<file path="src/rtl/pipeline_pkg.sv">
// Shared types and constants for the ID/EX stage and its forwarding logic.
package pipeline_pkg;

    localparam int ALU_OP_W = 4;

    localparam logic [ALU_OP_W-1:0] ALU_AND = 4'b0000;
    localparam logic [ALU_OP_W-1:0] ALU_OR  = 4'b0001;
    localparam logic [ALU_OP_W-1:0] ALU_ADD = 4'b0010;
    localparam logic [ALU_OP_W-1:0] ALU_SUB = 4'b0011;
    localparam logic [ALU_OP_W-1:0] ALU_XOR = 4'b0110;
    localparam logic [ALU_OP_W-1:0] ALU_EQ  = 4'b1000;
    localparam logic [ALU_OP_W-1:0] ALU_NE  = 4'b1001;
    localparam logic [ALU_OP_W-1:0] ALU_LT  = 4'b1010;

    typedef enum logic [1:0] {
        FWD_REG,
        FWD_EXMEM,
        FWD_MEMWB
    } fwd_sel_e;

    typedef struct packed {
        logic                reg_write;
        logic                mem_read;
        logic                mem_write;
        logic                alu_src;
        logic [ALU_OP_W-1:0] alu_op;
    } ex_ctrl_t;

endpackage

</file>
<file path="src/rtl/forwarding_unit.sv">
// Operand source selection for the EX stage; the younger EX/MEM producer wins, x0 never forwards.
module forwarding_unit
    import pipeline_pkg::*;
#(
    parameter int REG_ADDR_WIDTH = 5
) (
    input  logic [REG_ADDR_WIDTH-1:0] ex_rs1_addr_i,
    input  logic [REG_ADDR_WIDTH-1:0] ex_rs2_addr_i,
    input  logic                      exmem_reg_write_i,
    input  logic [REG_ADDR_WIDTH-1:0] exmem_rd_addr_i,
    input  logic                      memwb_reg_write_i,
    input  logic [REG_ADDR_WIDTH-1:0] memwb_rd_addr_i,
    output fwd_sel_e                  fwd_a_o,
    output fwd_sel_e                  fwd_b_o
);

    function automatic fwd_sel_e pick(input logic [REG_ADDR_WIDTH-1:0] src);
        fwd_sel_e sel;
        sel = FWD_REG;
        if (exmem_reg_write_i && (exmem_rd_addr_i != '0) && (exmem_rd_addr_i == src)) begin
            sel = FWD_EXMEM;
        end else if (memwb_reg_write_i && (memwb_rd_addr_i != '0) && (memwb_rd_addr_i == src)) begin
            sel = FWD_MEMWB;
        end
        return sel;
    endfunction

    always_comb begin
        fwd_a_o = pick(ex_rs1_addr_i);
        fwd_b_o = pick(ex_rs2_addr_i);
    end

endmodule

</file>
<file path="src/rtl/id_ex_stage.sv">
// ID/EX pipeline register with load-use bubble insertion, stall/flush priority
// and forwarded ALU operand selection.
module id_ex_stage
    import pipeline_pkg::*;
#(
    parameter int DATA_WIDTH     = 32,
    parameter int OPCODE_LENGTH  = 4,
    parameter int REG_ADDR_WIDTH = 5
) (
    input  logic                      clk,
    input  logic                      rst_n,
    input  logic                      id_valid,
    input  logic [DATA_WIDTH-1:0]     id_rs1_data,
    input  logic [DATA_WIDTH-1:0]     id_rs2_data,
    input  logic [REG_ADDR_WIDTH-1:0] id_rs1_addr,
    input  logic [REG_ADDR_WIDTH-1:0] id_rs2_addr,
    input  logic [REG_ADDR_WIDTH-1:0] id_rd_addr,
    input  logic [DATA_WIDTH-1:0]     id_imm,
    input  logic                      id_alu_src,
    input  logic [OPCODE_LENGTH-1:0]  id_alu_op,
    input  logic                      id_reg_write,
    input  logic                      id_mem_read,
    input  logic                      id_mem_write,
    input  logic                      stall,
    input  logic                      flush,
    input  logic                      exmem_reg_write,
    input  logic [REG_ADDR_WIDTH-1:0] exmem_rd_addr,
    input  logic [DATA_WIDTH-1:0]     exmem_result,
    input  logic                      memwb_reg_write,
    input  logic [REG_ADDR_WIDTH-1:0] memwb_rd_addr,
    input  logic [DATA_WIDTH-1:0]     memwb_result,
    output logic                      load_use_stall,
    output logic                      ex_valid,
    output logic [DATA_WIDTH-1:0]     SrcA,
    output logic [DATA_WIDTH-1:0]     SrcB,
    output logic [OPCODE_LENGTH-1:0]  Operation,
    output logic [DATA_WIDTH-1:0]     ex_store_data,
    output logic [REG_ADDR_WIDTH-1:0] ex_rd_addr,
    output logic                      ex_reg_write,
    output logic                      ex_mem_read,
    output logic                      ex_mem_write
);

    logic                      valid_q,    valid_d;
    logic [DATA_WIDTH-1:0]     rs1_data_q, rs1_data_d;
    logic [DATA_WIDTH-1:0]     rs2_data_q, rs2_data_d;
    logic [REG_ADDR_WIDTH-1:0] rs1_addr_q, rs1_addr_d;
    logic [REG_ADDR_WIDTH-1:0] rs2_addr_q, rs2_addr_d;
    logic [REG_ADDR_WIDTH-1:0] rd_addr_q,  rd_addr_d;
    logic [DATA_WIDTH-1:0]     imm_q,      imm_d;
    ex_ctrl_t                  ctrl_q,     ctrl_d;

    logic                      lu_hazard;
    logic                      bubble;
    fwd_sel_e                  fwd_a;
    fwd_sel_e                  fwd_b;
    logic [DATA_WIDTH-1:0]     rs1_fwd;
    logic [DATA_WIDTH-1:0]     rs2_fwd;

    // Flush squashes the producer/consumer pair, so no hazard is reported.
    assign lu_hazard = ~flush & valid_q & ctrl_q.mem_read & (rd_addr_q != '0) & id_valid
                     & ((id_rs1_addr == rd_addr_q) | (id_rs2_addr == rd_addr_q));
    assign bubble    = flush | lu_hazard;

    always_comb begin
        valid_d    = valid_q;
        rs1_data_d = rs1_data_q;
        rs2_data_d = rs2_data_q;
        rs1_addr_d = rs1_addr_q;
        rs2_addr_d = rs2_addr_q;
        rd_addr_d  = rd_addr_q;
        imm_d      = imm_q;
        ctrl_d     = ctrl_q;
        if (bubble) begin
            valid_d    = 1'b0;
            rs1_data_d = '0;
            rs2_data_d = '0;
            rs1_addr_d = '0;
            rs2_addr_d = '0;
            rd_addr_d  = '0;
            imm_d      = '0;
            ctrl_d     = '0;
        end else if (!stall) begin
            valid_d          = id_valid;
            rs1_data_d       = id_rs1_data;
            rs2_data_d       = id_rs2_data;
            rs1_addr_d       = id_rs1_addr;
            rs2_addr_d       = id_rs2_addr;
            rd_addr_d        = id_rd_addr;
            imm_d            = id_imm;
            ctrl_d.reg_write = id_reg_write;
            ctrl_d.mem_read  = id_mem_read;
            ctrl_d.mem_write = id_mem_write;
            ctrl_d.alu_src   = id_alu_src;
            ctrl_d.alu_op    = id_alu_op;
        end
    end

    always_ff @(posedge clk or negedge rst_n) begin
        if (!rst_n) begin
            valid_q    <= 1'b0;
            rs1_data_q <= '0;
            rs2_data_q <= '0;
            rs1_addr_q <= '0;
            rs2_addr_q <= '0;
            rd_addr_q  <= '0;
            imm_q      <= '0;
            ctrl_q     <= '0;
        end else begin
            valid_q    <= valid_d;
            rs1_data_q <= rs1_data_d;
            rs2_data_q <= rs2_data_d;
            rs1_addr_q <= rs1_addr_d;
            rs2_addr_q <= rs2_addr_d;
            rd_addr_q  <= rd_addr_d;
            imm_q      <= imm_d;
            ctrl_q     <= ctrl_d;
        end
    end

    forwarding_unit #(
        .REG_ADDR_WIDTH(REG_ADDR_WIDTH)
    ) u_fwd (
        .ex_rs1_addr_i    (rs1_addr_q),
        .ex_rs2_addr_i    (rs2_addr_q),
        .exmem_reg_write_i(exmem_reg_write),
        .exmem_rd_addr_i  (exmem_rd_addr),
        .memwb_reg_write_i(memwb_reg_write),
        .memwb_rd_addr_i  (memwb_rd_addr),
        .fwd_a_o          (fwd_a),
        .fwd_b_o          (fwd_b)
    );

    always_comb begin
        case (fwd_a)
            FWD_EXMEM: rs1_fwd = exmem_result;
            FWD_MEMWB: rs1_fwd = memwb_result;
            default:   rs1_fwd = rs1_data_q;
        endcase
        case (fwd_b)
            FWD_EXMEM: rs2_fwd = exmem_result;
            FWD_MEMWB: rs2_fwd = memwb_result;
            default:   rs2_fwd = rs2_data_q;
        endcase
    end

    assign load_use_stall = lu_hazard;
    assign ex_valid       = valid_q;
    assign SrcA           = rs1_fwd;
    assign SrcB           = ctrl_q.alu_src ? imm_q : rs2_fwd;
    assign ex_store_data  = rs2_fwd;
    assign Operation      = ctrl_q.alu_op;
    assign ex_rd_addr     = rd_addr_q;
    assign ex_reg_write   = ctrl_q.reg_write;
    assign ex_mem_read    = ctrl_q.mem_read;
    assign ex_mem_write   = ctrl_q.mem_write;

endmodule

</file>
<file path="config.mk">
export PLATFORM = sky130hd
export DESIGN_NAME = id_ex_stage
export DESIGN_NICKNAME = d
export VERILOG_FILES = /design/src/rtl/pipeline_pkg.sv /design/src/rtl/forwarding_unit.sv /design/src/rtl/id_ex_stage.sv
export SDC_FILE = /design/constraint.sdc
export NUM_CORES = 1
export LEC_CHECK = 0
export CORE_ASPECT_RATIO = 0.75
export CORE_MARGIN = 2
export CORE_UTILIZATION = 39
export DETAILED_ROUTE_END_ITERATION = 7
export GPL_TIMING_DRIVEN = 0
export MAX_ROUTING_LAYER = met4
export PLACE_DENSITY = 0.82
export SLEW_MARGIN = 20
export SYNTH_ARGS = -nofsm -noshare
export SYNTH_HDL_FRONTEND = slang
export SYNTH_SLANG_ARGS = --single-unit
</file>
<file path="constraint.sdc">
create_clock -name clk -period 2.5 [get_ports clk]
set_clock_uncertainty 0.1 [all_clocks]
set_input_delay 0.5 -clock clk [delete_from_list [all_inputs] [get_ports clk]]
set_output_delay 0.5 -clock clk [all_outputs]
set_load 0.01 [all_outputs]
</file>
After elaboration in Yosys (flattened, before gate mapping):

Index checks and enable logic that the tools add are counted.

* equality and inequality tests: 11
* muxes and demuxes: 23
* bitwise gates (word level): 8
* reduce and logical (&&, ||, !) cells: 9

Operators with widths (count)
* $mux 32: 7
* $pmux 32 s2: 2
* $eq 5x5->1: 6
* $mux 5: 6
* $mux 8: 2
* $reduce_bool 5->1: 3
* $mux 2: 4
* $logic_and 1x1->1: 6
* $and 1x1->1: 5
* $eq 2x1->1 const B: 2
* $eq 2x2->1 const B: 2
* $mux 1: 2
* $ne 2x1->1 const B: 1
* $or 1x1->1: 2
* $not 1->1: 1

* register bits: 120
* input port bits: 200
* output and inout port bits: 110
* logic and storage cells: 63

Logic depth before layout (Yosys ltp):

* depth after elaboration: 8
* gate-level depth with buffers: 8
* gate-level depth less buffers: 5

By module:

From an unflattened synthesis, not the netlist that was laid out.

* cells, all modules: 733
* area, all modules: 7412.1 um^2

By module, submodules not included
* id_ex_stage: times used 1, cells an instance 699, area each 7154.4 um^2, seq. area each 3002.9 um^2
* forwarding_unit: times used 1, cells an instance 34, area each 257.7 um^2, seq. area each 0.0 um^2

Worst setup path after synthesis:

Ideal clock, no wire load.

* path type: in2out
* start point: input port memwb_rd_addr[0]
* end point: output port SrcA[0]
* arrival: 2111 ps
* data required time: 1900 ps
* slack: -211 ps
* stages on the path: 8
* path buffers: 3
* cell sequence: or4_1 o21a_1 buf_6 and4_4 buf_6 buf_8 mux2i_1 o21ai_0

* word-level cells in the longest chain between the ends: 7
* elaborated cells between the ends (all ways): 9
* classes of those cells: 3 x eq/ne; 3 x mux; 3 x reduce/logical

Ends and longest elaborated chain
* from (decl): line id_ex_stage.sv:30 `input logic [REG_ADDR_WIDTH-1:0] memwb_rd_addr,`
* $reduce_bool 5->1: line forwarding_unit.sv:22 `end else if (memwb_reg_write_i && (memwb_rd_addr_i != '0) && (memwb_rd_addr_i == src)) begin`
* $logic_and 1x1->1: line forwarding_unit.sv:22
* $logic_and 1x1->1 (*): line forwarding_unit.sv:22
* $mux 2 (*): line forwarding_unit.sv:22
* $mux 2 (*): line forwarding_unit.sv:20 `if (exmem_reg_write_i && (exmem_rd_addr_i != '0) && (exmem_rd_addr_i == src)) begin`
* $eq 2x2->1 or $eq 2x1->1 (tied branches): line id_ex_stage.sv:135 `case (fwd_a)`
* $pmux 32 s2 (*): line id_ex_stage.sv:135
* to (decl): line id_ex_stage.sv:34 `output logic [DATA_WIDTH-1:0] SrcA,`

Every way passes the cells marked *; elsewhere a longest branch is shown, timed or not.

Final worst setup path:

* start point: register rs2_addr_q[2]
* end point: output port SrcB[12]

* word-level cells in the longest chain between the ends: 7
* elaborated cells between the ends (all ways): 10
* classes of those cells: 4 x eq/ne; 4 x mux; 2 x reduce/logical

Ends and longest elaborated chain
* from (decl): line id_ex_stage.sv:48 `logic [REG_ADDR_WIDTH-1:0] rs2_addr_q, rs2_addr_d;`
* from (signal assigned): line id_ex_stage.sv:114 `rs2_addr_q <= rs2_addr_d;`
* $eq 5x5->1: line forwarding_unit.sv:22
* $logic_and 1x1->1: line forwarding_unit.sv:22
* $mux 2: line forwarding_unit.sv:22
* $mux 2 (*): line forwarding_unit.sv:20
* $eq 2x2->1 or $eq 2x1->1 (tied branches): line id_ex_stage.sv:140 `case (fwd_b)`
* $pmux 32 s2 (*): line id_ex_stage.sv:140
* $mux 32 (*): line id_ex_stage.sv:150 `assign SrcB = ctrl_q.alu_src ? imm_q : rs2_fwd;`
* to (decl): line id_ex_stage.sv:35 `output logic [DATA_WIDTH-1:0] SrcB,`

Marked as above.

==> impl_results.md <==
* Syn_nets at 967
* Startpoint types: flip-flop
* First-pass DRT Iterations at 6
* Failing checks: negative setup slack
* First-pass GRT wire length at 47.62 mm
* Reg area at 0.003010 mm²
* Crit path required time at 1900 ps
* Initial antenna violation count at 1
* Max Cap Violations at 0
* Vias per inst at between 5 and 6
* Setup crit end kind: output port
* Iteration-0 DRC Markers at 630
* Syn. warnings at 0
* Top cells by area, synth: dfrtp_1 (41%), mux2i_1 (23%), nor2_1 (8.8%)
* Slew HR at 29.48%
* Area after DPL at between 0.01 and 0.015 mm²
* DP HPWL at 22.44 mm
* Area Growth Syn to Fin at 79.46%
* Final Cycle Share at 127.8%
* CTS tree: done
* Multi-input logic area at 0.004991 mm²
* Area of the core at 0.01840 mm²
* Post-Syn Area at 0.007296 mm²
* Worst EP arrival at between 2000 and 3000 ps
* Crit path time final at 3195 ps
* Yosys top cell area share at about two fifths
* Leak Pwr at between 5 and 6 nW
* H-tree depth at 4
* Slew Limit Fails at 0
* Layout cells sized above 1 at between 30% and 40%
* Initial core utilization at 39.65%
* Kind of critical path: flip-flop to output port
* RSZ-0062 raised after global routing: true
* IO Count at 310
* Hold_ws at 418.5 ps
* Tot GR Track Use at 33.56%
* Number of distinct library cells after synthesis at 33
* Actual slew at the worst max-slew pin at 1058 ps
* Max Fclk at 0.3130 GHz
* Buffers on Ports at 308
* Final setup vio count at 96
* DRT antenna net count at 0
* Gr ovfl total at 0
* Simple-Gate Fraction of Synth Area at between 10% and 20%
* Die Footprint at 0.01983 mm²
* Reg2reg start: ex_rd_addr[0]
* CTS Buffer Depth at 2
* Root Buffer: clkbuf_16
* Vias in the first global route at 7914
* Area leader, netlist: dfrtp_1
* Hold crit path type: flip-flop to flip-flop
* Net count, final at 1365
* Largest net degree at the start of global routing at 92
* Die height at 122.5 µm
* Flops & latches, synth at 120
* Vias at slightly below 8000
* Site Rows at 43
* Syn avg cell area at 9.512 µm²
* Cell count after synthesis at 767
* Final RePlAce weighted congestion at just over 0.9
* Adder-cell area share of the yosys netlist at 0%
* Hold_sp: rs1_data_q[27]
* Crit path launch: rs2_addr_q[2]
* Final instance area at 0.01309 mm²
* Peak supply drop at 0.3952 mV
* Wire length per cell at 23.67 µm
* Drt total wl at 33.76 mm
* Die width at 161.9 µm
* Pre-CTS setup slack at -1825 ps
* Clock slew at reported path FFs at 60 ps
* Compound-gate portion of the synthesized area at 11.04%
* Cell Pwr Density at 506.5 mW/mm²
* Largest family of logic cells by synthesized area: multiplexers
* Drt drc at 0
* Final count of hold timing violations at 0
* Post-synthesis mux area share at 23.05%
* Post-synthesis sequential area ratio at 41.16%
* Worst setup margin at -694.8 ps
* CTS buffer count at 17
* XOR/XNOR Fraction of Synth Area at between 3 and 4%
* Sink Count at 120
* Clk_lat worst skew at about 420 ps
* Run status: complete, but fails checks
* Filler cells at approximately 1400
* Final Power at 6.632 mW
* CP Max Fanout at 8
* Setup TNS at -49240 ps
[state kept, by name (all words and copies together), names as in the netlist]
register,count
Operation,4
ctrl_q,1
ex_mem_read,1
ex_mem_write,1
ex_rd_addr,5
ex_reg_write,1
ex_valid,1
imm_q,32
rs1_addr_q,5
rs1_data_q,32
rs2_addr_q,5
rs2_data_q,32
[power by group]
group | switching (mW) | internal [mW]
Sequential | 0.101 | 2.05
Combinational | 0.803 | 0.855
Clock | 0.968 | 1.85
Total | 1.87 | 4.76
[worst paths after layout]
check / slack (ps) / to / cells after the start
hold reg to reg: 420 / rs1_data_q[27] / 2
max in group asynchronous: 1110 / rs2_addr_q[2] / 3
setup reg to reg: 120 / rs2_data_q[1] / 7
min in group asynchronous: 430 / Operation[0] / 2
setup / recovery: -690 / SrcB[12] / 8
hold / removal: 420 / rs1_data_q[27] / 2
[cells in the final DEF, fill, tap and decap left out, types with 20 or more instances in the layout]
| master | synthesis | layout |
|---|---|---|
| clkdlybuf4s50_1 | 0 | 199 |
| nor2_1 | 171 | 154 |
| mux2i_1 | 168 | 148 |
| dfrtp_1 | 120 | 114 |
| buf_2 | 6 | 95 |
| nand2_1 | 49 | 39 |
| buf_4 | 9 | 38 |
| buf_6 | 4 | 31 |
| clkbuf_1 | 42 | 21 |
| clkbuf_16 | 0 | 20 |
[routing by layer]
layer | wire [µm] | part of all wire, % | up-vias | GRT usage (%)
li1 | - | - | 3478 | -
met1 | 14140 | 42 | 3879 | 41.67
met2 | 15950 | 47 | 381 | 52.69
met3 | 2892 | 8.6 | 64 | 10.61
met4 | 774 | 2.3 | 0 | 10.40
met5 | 0 | 0 | - | -
[cell usage after synthesis]
library cell and number:
or4_1 3, o21ai_0 25, xnor2_1 10, o21ai_1 7, or3_1 1, a221oi_1 12
nand3_4 1, xor2_1 20, mux2i_1 168, nor4_2 1, clkbuf_1 42, a221oi_2 20
o2111ai_1 1, nor3_1 20, buf_8 3, buf_6 4, nand2_1 49, nand3_1 2
buf_4 9, dfrtp_1 120, o21ai_2 1, a22oi_1 1, nor3_2 2, and3_1 16
o21bai_1 1, nor2_4 1, a21oi_1 16, buf_2 6, and4_4 1, nor2_1 171
o21a_1 1, o31ai_1 16, inv_1 16
[layout make-up]
class | count | share of cell area [%]
timing repair buffer | 381 | 26.68
multi-input combinational | 567 | 38.12
antenna | 1 | 0.01911
tap | 247 | 2.360
clock inverter | 11 | 1.472
sequential | 120 | 22.99
clock buffer | 21 | 3.593
inverter | 16 | 0.4587
buffer | 62 | 4.300
[cell families (layout without fill, tap and decap cells)]
group | Yosys count | in the layout
buffers and inverters | 80 | 491
DFF | 120 | 120
muxes | 168 | 168
xor gates and xnor gates | 30 | 30
other | 0 | 1
and+or+nand+nor | 268 | 268
AOI/OAI and AO/OA | 101 | 101
[critical path, stage by stage (launching register included)]
cell	delay (ps)
dfrtp_2	460
xor2_2	210
nor3_4	290
nand3_4	250
buf_16	230
buf_12	130
a221oi_4	370
o31ai_4	80
buf_2	160
[timing repair]
action,CTS,global route
cloned,8,3
setup endpoints to repair,197,192
resized for setup,547,134
hold endpoints to repair,29,0
pin swaps,70,36
setup buffers,48,19
hold buffers,1,0
[per-stage QoR]
step | instances | util (%)
2_1_floorplan | 767 | -
3_3_place_gp | 1322 | 60.91
3_5_place_dp | 1323 | 61.14
4_1_cts | 1411 | 68.65
5_1_grt | 1426 | 71.15
6_report | 1426 | 71.15
Note: power is estimated with default switching activity, not from simulation.
